**config.mk**
```make
export PLATFORM = sky130hd
export DESIGN_NAME = distribute_one_hot_seq
export DESIGN_NICKNAME = d
export VERILOG_FILES = /design/src/rtl/distribute_one_hot_seq.sv
export SDC_FILE = /design/constraint.sdc
export NUM_CORES = 1
export LEC_CHECK = 0
export BUFFER_PORTS_ARGS = -buffer_cell sky130_fd_sc_hd__buf_2
export CAP_MARGIN = 10
export CORE_MARGIN = 4
export CORE_UTILIZATION = 30
export CTS_CLUSTER_SIZE = 16
export DETAILED_ROUTE_END_ITERATION = 8
export GPL_TIMING_DRIVEN = 0
export PLACE_DENSITY = 0.51
export REMOVE_ABC_BUFFERS = 1
export SETUP_SLACK_MARGIN = 0.1
export SLEW_MARGIN = 20
export SYNTH_ARGS = -nofsm -noshare
export SYNTH_HDL_FRONTEND = slang
export SYNTH_SLANG_ARGS = --single-unit
```
**constraint.sdc**
```tcl
create_clock -name clk -period 1.85 [get_ports clk]
set_clock_uncertainty 0.2 [all_clocks]
set_input_delay 0.185 -clock clk [delete_from_list [all_inputs] [get_ports clk]]
set_output_delay 0.185 -clock clk [all_outputs]
set_load 0.01 [all_outputs]
```
**src/rtl/distribute_one_hot_seq.sv**
```systemverilog
// One-word-in, N-lane-out distributor: each lane is a single-entry register loaded by a destination mask.
// Optional build macro MULTICAST_EN allows multi-bit masks; the default build accepts one-hot masks only.
module distribute_one_hot_seq #(
  parameter int DATA_WIDTH      = 32,
  parameter int NUM_OUTPUT_DATA = 8
) (
  input  logic                                  clk,
  input  logic                                  rst,
  input  logic                                  i_valid,
  input  logic [DATA_WIDTH-1:0]                 i_data_bus,
  output logic                                  o_ready,
  input  logic                                  i_en,
  input  logic [NUM_OUTPUT_DATA-1:0]            i_cmd,
  output logic [NUM_OUTPUT_DATA-1:0]            o_valid,
  output logic [NUM_OUTPUT_DATA*DATA_WIDTH-1:0] o_data_bus,
  input  logic [NUM_OUTPUT_DATA-1:0]            i_ready,
  output logic                                  o_err,
  output logic [7:0]                            o_drop_cnt
);

  localparam logic [NUM_OUTPUT_DATA-1:0] CMD_ONE = NUM_OUTPUT_DATA'(1);

  logic                       cmd_legal;
  logic [NUM_OUTPUT_DATA-1:0] lane_free;
  logic                       sel_free;
  logic                       accept;
  logic                       drop;
  logic [NUM_OUTPUT_DATA-1:0] load;

`ifdef MULTICAST_EN
  assign cmd_legal = |i_cmd;
`else
  assign cmd_legal = (i_cmd != '0) && ((i_cmd & (i_cmd - CMD_ONE)) == '0);
`endif

  // An illegal mask touches no lane, so it is never held off by lane backpressure.
  assign lane_free = ~o_valid | i_ready;
  assign sel_free  = &(lane_free | ~i_cmd);
  assign o_ready   = i_en & (~cmd_legal | sel_free);
  assign accept    = i_valid & o_ready;
  assign drop      = accept & ~cmd_legal;
  assign load      = (accept && cmd_legal) ? i_cmd : '0;

  // NOTE: sequential state uses non-blocking assignments so every register samples pre-edge values.
  always_ff @(posedge clk or negedge rst) begin
    if (!rst) begin
      // NOTE: lane data is reset as well, because an empty lane must present all-zero data.
      o_valid    <= '0;
      o_data_bus <= '0;
      o_err      <= 1'b0;
      o_drop_cnt <= '0;
    end else begin
      for (int j = 0; j < NUM_OUTPUT_DATA; j++) begin
        if (load[j]) begin
          o_valid[j]                               <= 1'b1;
          o_data_bus[j*DATA_WIDTH +: DATA_WIDTH]   <= i_data_bus;
        end else if (o_valid[j] && i_ready[j]) begin
          o_valid[j]                               <= 1'b0;
          o_data_bus[j*DATA_WIDTH +: DATA_WIDTH]   <= '0;
        end
      end
      o_err <= drop;
      if (drop && (o_drop_cnt != 8'hFF)) begin
        o_drop_cnt <= o_drop_cnt + 8'd1;
      end
    end
  end

endmodule

```
==> flow_summary_export.csv, run 1 <==
group,metric,value,unit
clocking,ctsRootBufferMaster,"clkbuf_16",
logic_synthesis,synth_cell_types,30,
grt,grt_pass1_vias,9145,
setup_path,worstPathCellList,"nand3b_1 -> nand4_1 -> nor2_4 -> buf_12 -> buf_12 -> o2111ai_4 -> clkbuf_16 -> clkbuf_16 -> nand3_2 -> o21ai_1",
logic_synthesis,synth_area_leaders,"dfrtp_1 64%, nand3_1 12%, o21ai_0 8.8%",
drt,via_per_inst,5.18,
power_and_ir_drop,p_sw,4.34,mW
layout,drive_gt1_share,43.9,%
setup_path,slowest_delay,0.39,ns
logic_synthesis,async_reset_ff_share,100,%
setup_path,cp_slowest_cell,"dfrtp_1",
logic_synthesis,synth_ff_type,"dfrtp_1",
setup_path,critPathLaunchType,"flop",
job,maxCapViolCount,0,
layout,diodes,0,
setup_path,cp_max_fo,8,
logic_synthesis,synth_top_area_share,64.0,%
timing,slew_headroom,33.9,%
timing,setup_slack,-0.383,ns
outcome,status,"complete, but fails checks",
setup_path,reg2reg_depth,10,
timing,final_max_slew_viol_count,0,
clocking,holdBufCountCts,44,
floorplanning,dieWidth,197,um
grt,antenna_found_initial,0,
grt,grt-ovfl-total,0,
logic_synthesis,avgSynthCellArea,10.9,um2
worst_hold_path,min_path_type,"primary input to asynchronous set/reset pin",
grt,grt_first_pass_wirelength,59.5,mm
drt,drtIter0Drc,556,
floorplanning,die-height,197,um
timing,fmax,448,MHz
placement,dp_slack,-1.29,ns
timing,worst_hold_slack,-0.0510,ns
grt,grt_usage,19.7,%
clocking,clk_pin_slew,0.06,ns
setup_path,crit_type,"flop to flop",
power_and_ir_drop,seq_power_share,45.1,%
logic_synthesis,ys_seq_elements,273,
drt,num_vias,9792,
placement,dp_hpwl,26.5,mm
outcome,violations,"negative hold slack, negative setup slack",
logic_synthesis,yosysSeqAreaShare,64.0,%
clocking,cts.sinks,273,
placement,gp_congestion,0.747,
layout,syn_to_final_growth,54.5,%
layout,finalNonFillerCells,1890,
setup_path,required,2.08,ns
timing,rsz0062_at_grt,"true",
logic_synthesis,synth.top_cells.by_count,"273 x dfrtp_1, 259 x nand3_1, 188 x o21ai_0, 76 x o21ai_1, 40 x inv_1",
floorplanning,die_area,38700,um2
drt,drtPass1Iterations,5,
logic_synthesis,yosysWarningCount,0,
logic_synthesis,synth-edff-count,0,
power_and_ir_drop,p_per_area,953,nW/um2
setup_path,cp.arrival,2.46,ns
floorplanning,core,34800,um2
floorplanning,placementRows,68,
placement,place_area,13200,um2
logic_synthesis,syn-cell-area,10700,um2
drt,wire_per_inst,24.3,um
setup_path,crit_cells,10,
logic_synthesis,syn_inst,982,
timing,setup_viol,263,
timing,hold_viol_final,49,
timing,layout_min_cycle_time,2.23,ns
clocking,clk_path_buf_depth,3,
power_and_ir_drop,clkPwrFrac,39.3,%
grt,grt_max_degree,86,
layout,nets,1467,
setup_path,end_kind,"flop",
placement,post-place-cells,1707,
setup_path,ff2ff_setup_slack,-0.38,ns
drt,routed_wl,45.9,mm
layout,stdcell_area,16500,um2
clocking,numCtsBuffers,30,
floorplanning,ios,326,
setup_path,path_buf_inv,4,
power_and_ir_drop,p_int,11.4,mW
timing,worst_slew_pin_slew,0.992,ns
logic_synthesis,yosys.area.top_type,"dfrtp_1",
setup_path,cp_top_family,"buffers and inverters",
power_and_ir_drop,ir_drop,0.682,mV
clocking,cts_tree,"done",
clocking,htree_levels,1,
logic_synthesis,synth_most_common_cell,"dfrtp_1",
drt,drc_errors,0,
placement,io_buffer_count,325,
setup_path,reg2reg_to,"o_data_bus[223]$_DFFE_PN0P_",
timing,fin_setup_tns,-72.94,ns
power_and_ir_drop,leakagePower,8.26,nW
timing,min_period_over_period,121,%
drt,ant_nets,0,
setup_path,reg2reg_from,"o_valid[3]$_DFFE_PN0P_",
power_and_ir_drop,swShare,27.6,%
clocking,clock_latency,0.55,ns
power_and_ir_drop,combPwrFrac,15.5,%
floorplanning,initial_core_util,30.7,%
## worst reg2reg max path: stages (launching register included)
cell	delay (ns)
dfrtp_1	0.39
nand3b_1	0.13
nand4_1	0.19
nor2_4	0.16
buf_12	0.14
buf_12	0.11
o2111ai_4	0.17
clkbuf_16	0.29
clkbuf_16	0.18
nand3_2	0.08
o21ai_1	0.06
## per-stage QoR
step | utilization, % | hold slack (ns) | power [mW]
after floorplan | - | -0.311 | 8.04
after global placement | 35.2 | 0.200 | 9.22
after detailed placement | 37.9 | -0.0675 | 9.32
after CTS | 43.5 | -0.0755 | 15.6
after global routing | 47.4 | -0.0282 | 16.4
final | 47.4 | -0.0510 | 15.7
## power groups by stage
stage	registers, mW	clock network, mW	logic [mW]
finish	7.10	6.18	2.44
global route	7.18	6.57	2.68
CTS	7.05	6.30	2.30
detailed placement	7.14	0	2.18
global placement	7.13	0	2.09
floorplan	7.44	0	0.602
## cells by family (layout without fill, tap and decap cells)
group	count (synthesis)	after routing	synth area share, %
adders and majority gates	1	1	0.117
buffers and inverters	123	576	7.28
AOI/OAI and AO/OA	278	278	13.4
xor gates and xnor gates	6	6	0.492
and+or+nand+nor	300	300	14.6
DFF	273	273	64.0
muxes	1	1	0.105
## cells in the final DEF (no fill, tap or decap), drive strengths merged, types with 5 or more instances in the layout
cell,Yosys,final
nand3b,8,8
o2111ai,8,8
buf,73,420
nand2,9,9
nor2,5,5
clkbuf,10,59
o21ai,264,264
dlygate4sd3,0,44
dfrtp,273,273
nand4,7,7
clkinv,0,9
inv,40,40
xnor2,6,6
nand3,259,259
## layout make-up
type	instances	area, um2
Clock buffer	40	828
Clock inverter	13	176
Fill cell	3191	18300
Inverter	40	150
Multi-Input combinational cell	586	3890
Sequential cell	273	6830
Tap cell	455	569
Timing Repair Buffer	483	4050
## worst max path at each step
| stage | startpoint | endpoint | slack (ns) |
|---|---|---|---|
| final | o_valid[3]$_DFFE_PN0P_ | o_data_bus[223]$_DFFE_PN0P_ | -0.38 |
| after global routing | o_valid[3]$_DFFE_PN0P_ | o_data_bus[2]$_DFFE_PN0P_ | -0.42 |
| after CTS | o_valid[3]$_DFFE_PN0P_ | o_ready | -0.40 |
| after detailed placement | i_cmd[3] | o_data_bus[217]$_DFFE_PN0P_ | -1.29 |
| after global placement | rst | o_data_bus[7]$_DFFE_PN0P_ | -4.96 |
| after floorplan | i_cmd[2] | o_valid[1]$_DFFE_PN0P_ | -2.03 |
## state kept, by name, indices dropped and copies added, names as in the netlist
register / flops
o_drop_cnt: 8
o_valid: 8
o_data_bus: 256
o_err: 1
## per-layer routing
metal / global-route usage (%) / up-vias / share of wire [%]
met2: 32.2 / 379 / 47
met3: 3.90 / 80 / 7.7
met1: 27.1 / 4955 / 43
met5: 0 / - / 0
met4: 4.67 / 0 / 2.5
li1: - / 4378 / -
## repair_timing
action	in CTS	in global routing
pin swaps	19	47
resized for setup	80	200
endpoints found under the hold margin	459	34
setup buffers	32	29
setup endpoints to repair	274	272
gates cloned	3	22
Note: power is estimated with default switching activity, not from simulation.
==> inputs of run 2 (changes only) <==
CORE_UTILIZATION = 46   (was 30)
PLACE_DENSITY = 0.74   (was 0.51)
==> run 2 against run 1 <==
  * The flow finishes with violations (negative setup slack)
  * Die area fell by 34%
  * Non-clock buffer count rose by 26
  * Global-route usage is 20 points higher
  * Largest cell class unchanged
  * Via count grew 23%
  * Clock power is 3% lower
  * Sequential cell count unchanged
  * Sequential power grew 3%
  * Register-to-register slack got worse by 0.18 ns
  * Combinational power up 34%
  * Critical endpoint is now o_ready
==> flow_summary_export.csv, run 2 (synthesis results as in run 1) <==
group,metric,value,unit
outcome,status,"complete, but fails checks",
outcome,violations,"negative setup slack",
setup_path,required,1.46,ns
grt,grt_usage,39.3,%
setup_path,crit_top_cell,"buf_6",
job,maxCapViolCount,0,
power_and_ir_drop,seq_power_share,44.1,%
timing,worst_slew_pin_slew,0.910,ns
grt,grt-ovfl-total,0,
setup_path,end_kind,"output pin",
clocking,numCtsBuffers,28,
setup_path,crit_start,"o_valid[0]$_DFFE_PN0P_",
layout,final_core_util,83.4,%
worst_hold_path,min_path_type,"primary input to asynchronous set/reset pin",
setup_path,cp_max_fo,3,
placement,dp_slack,-1.35,ns
drt,drtIter0Drc,1457,
layout,final_cell_mix,"323 x buf_2, 272 x dfrtp_1, 193 x o21ai_2, 140 x nand3_2, 63 x nand3_4",
layout,regArea,6830,um2
power_and_ir_drop,combPwrFrac,19.7,%
timing,slew_headroom,39.1,%
floorplanning,dieWidth,160,um
timing,setup_viol,270,
grt,grt_max_degree,100,
power_and_ir_drop,leakagePower,9.10,nW
placement,gp_congestion,0.811,
power_and_ir_drop,clkPwrFrac,36.1,%
drt,wire_per_inst,34.7,um
layout,largest_reg_flops,256,
power_and_ir_drop,ir_drop,0.652,mV
layout,layout_commonest_cell,"buf_2",
timing,min_period_over_period,131,%
grt,antenna_found_initial,3,
setup_path,cp.arrival,2.03,ns
clocking,clock_latency,0.56,ns
power_and_ir_drop,p_per_area,875,nW/um2
clocking,ctsRootBufferMaster,"clkbuf_16",
layout,syn_to_final_growth,77.3,%
floorplanning,die_area,25700,um2
timing,worst_hold_slack,0.0627,ns
floorplanning,core,22700,um2
timing,setup_slack,-0.570,ns
layout,drive_gt1_share,65.0,%
setup_path,cp_slowest_cell,"dfrtp_1",
floorplanning,placementRows,55,
layout,largestRegisters,"o_data_bus: 256 flops, o_drop_cnt: 8 flops, o_valid: 8 flops",
drt,ant_nets,0,
setup_path,worstPathCellList,"nand3b_1 -> nand4_1 -> nor2_4 -> buf_6 -> buf_6 -> o21a_1 -> buf_2",
placement,dp_hpwl,23.8,mm
setup_path,crit_type,"flop to output pin",
layout,nets,1494,
floorplanning,ios,326,
timing,hold_viol_final,0,
layout,fill_cells,1062,
clocking,cts_tree,"done",
power_and_ir_drop,swShare,30.7,%
clocking,htree_levels,1,
clocking,cts.sinks,273,
setup_path,reg2reg_from,"o_valid[0]$_DFFE_PN0P_",
clocking,clk_path_buf_depth,3,
drt,routed_wl,60.7,mm
setup_path,critPathLaunchType,"flop",
timing,final_max_slew_viol_count,0,
power_and_ir_drop,p_int,11.5,mW
timing,fin_setup_tns,-104.46,ns
layout,multi_input_comb_area,5770,um2
grt,grt_pass1_vias,11900,
drt,via_per_inst,6.89,
drt,num_vias,12000,
setup_path,path_buf_inv,3,
timing,fmax,413,MHz
floorplanning,initial_core_util,47.0,%
layout,regMostFlops,"o_data_bus",
setup_path,cp_top_family,"simple AND/OR/NAND/NOR gates",
placement,io_buffer_count,325,
setup_path,slowest_delay,0.39,ns
clocking,clk_pin_slew,0.07,ns
drt,drtPass1Iterations,8,
drt,drc_errors,0,
floorplanning,die-height,160,um
grt,grt_first_pass_wirelength,76.5,mm
power_and_ir_drop,p_sw,5.08,mW
timing,rsz0062_at_grt,"true",
timing,layout_min_cycle_time,2.42,ns
[run 2: final timing paths]
| kind | end | slack, ns | depth (start not counted) |
|---|---|---|---|
| setup / recovery | o_ready | -0.57 | 7 |
| hold / removal | o_data_bus[167]$_DFFE_PN0P_ | 0.06 | 2 |
| setup reg to reg | o_data_bus[37]$_DFFE_PN0P_ | -0.56 | 10 |
| hold reg to reg | o_data_bus[95]$_DFFE_PN0P_ | 0.31 | 2 |
| max in group asynchronous | o_data_bus[58]$_DFFE_PN0P_ | 0.43 | 3 |
| min in group clk | o_data_bus[19]$_DFFE_PN0P_ | 0.12 | 5 |
[run 2: worst reg2reg max path, cell delays in order (launching register included)]
cell       delay, ns
dfrtp_1         0.39
nand3b_1        0.14
nand4_1         0.21
nor2_4          0.18
buf_6           0.14
buf_6           0.13
o2111ai_4       0.25
buf_12          0.28
buf_12          0.14
buf_16          0.15
o21ai_2         0.14
[run 2: power groups by stage]
stage               combinational [mW]  clock [mW]  sequential (mW)
global placement                  2.02           0             7.12
finish                            3.27        5.99             7.30
floorplan                        0.602           0             7.44
global route                      3.42        6.25             7.34
CTS                               2.61        5.86             7.11
detailed placement                2.15           0             7.13
[run 2: per-stage QoR]
step / total power, mW / cell area (um2) / cells
finish: 16.6 / 18900 / 1747
global route: 17.0 / 18900 / 1746
global placement: 9.14 / 12000 / 1509
floorplan: 8.04 / 10000 / 899
detailed placement: 9.28 / 12900 / 1535
CTS: 15.6 / 17500 / 1735
[run 2: timing repair]
item                                    4_1_cts  5_1_grt
cloned                                       43        7
endpoints found under the setup margin      274      273
hold buffers                                 46        0
gates resized for setup                     519      280
buffers inserted                             64       15
pin swaps                                   133       38
hold endpoints to repair                    361        0
[run 2: area by class of cell]
class | instances | area share [%]
Sequential cell | 273 | 36.1
Inverter | 40 | 0.793
Tap cell | 285 | 1.88
Clock buffer | 40 | 4.26
Timing Repair Buffer | 509 | 25.8
Multi-Input combinational cell | 589 | 30.5
Clock inverter | 10 | 0.747
Antenna cell | 1 | 0.0132
[run 2: layer usage]
metal	vias up	global-route usage [%]	wire length (um)	part of all wire (%)
met5	-	0	26	0.043
met4	4	23.6	6040	10
met3	487	11.8	8100	13
met2	1192	61.5	26500	44
met1	5857	48.3	20000	33
li1	4490	-	-	-
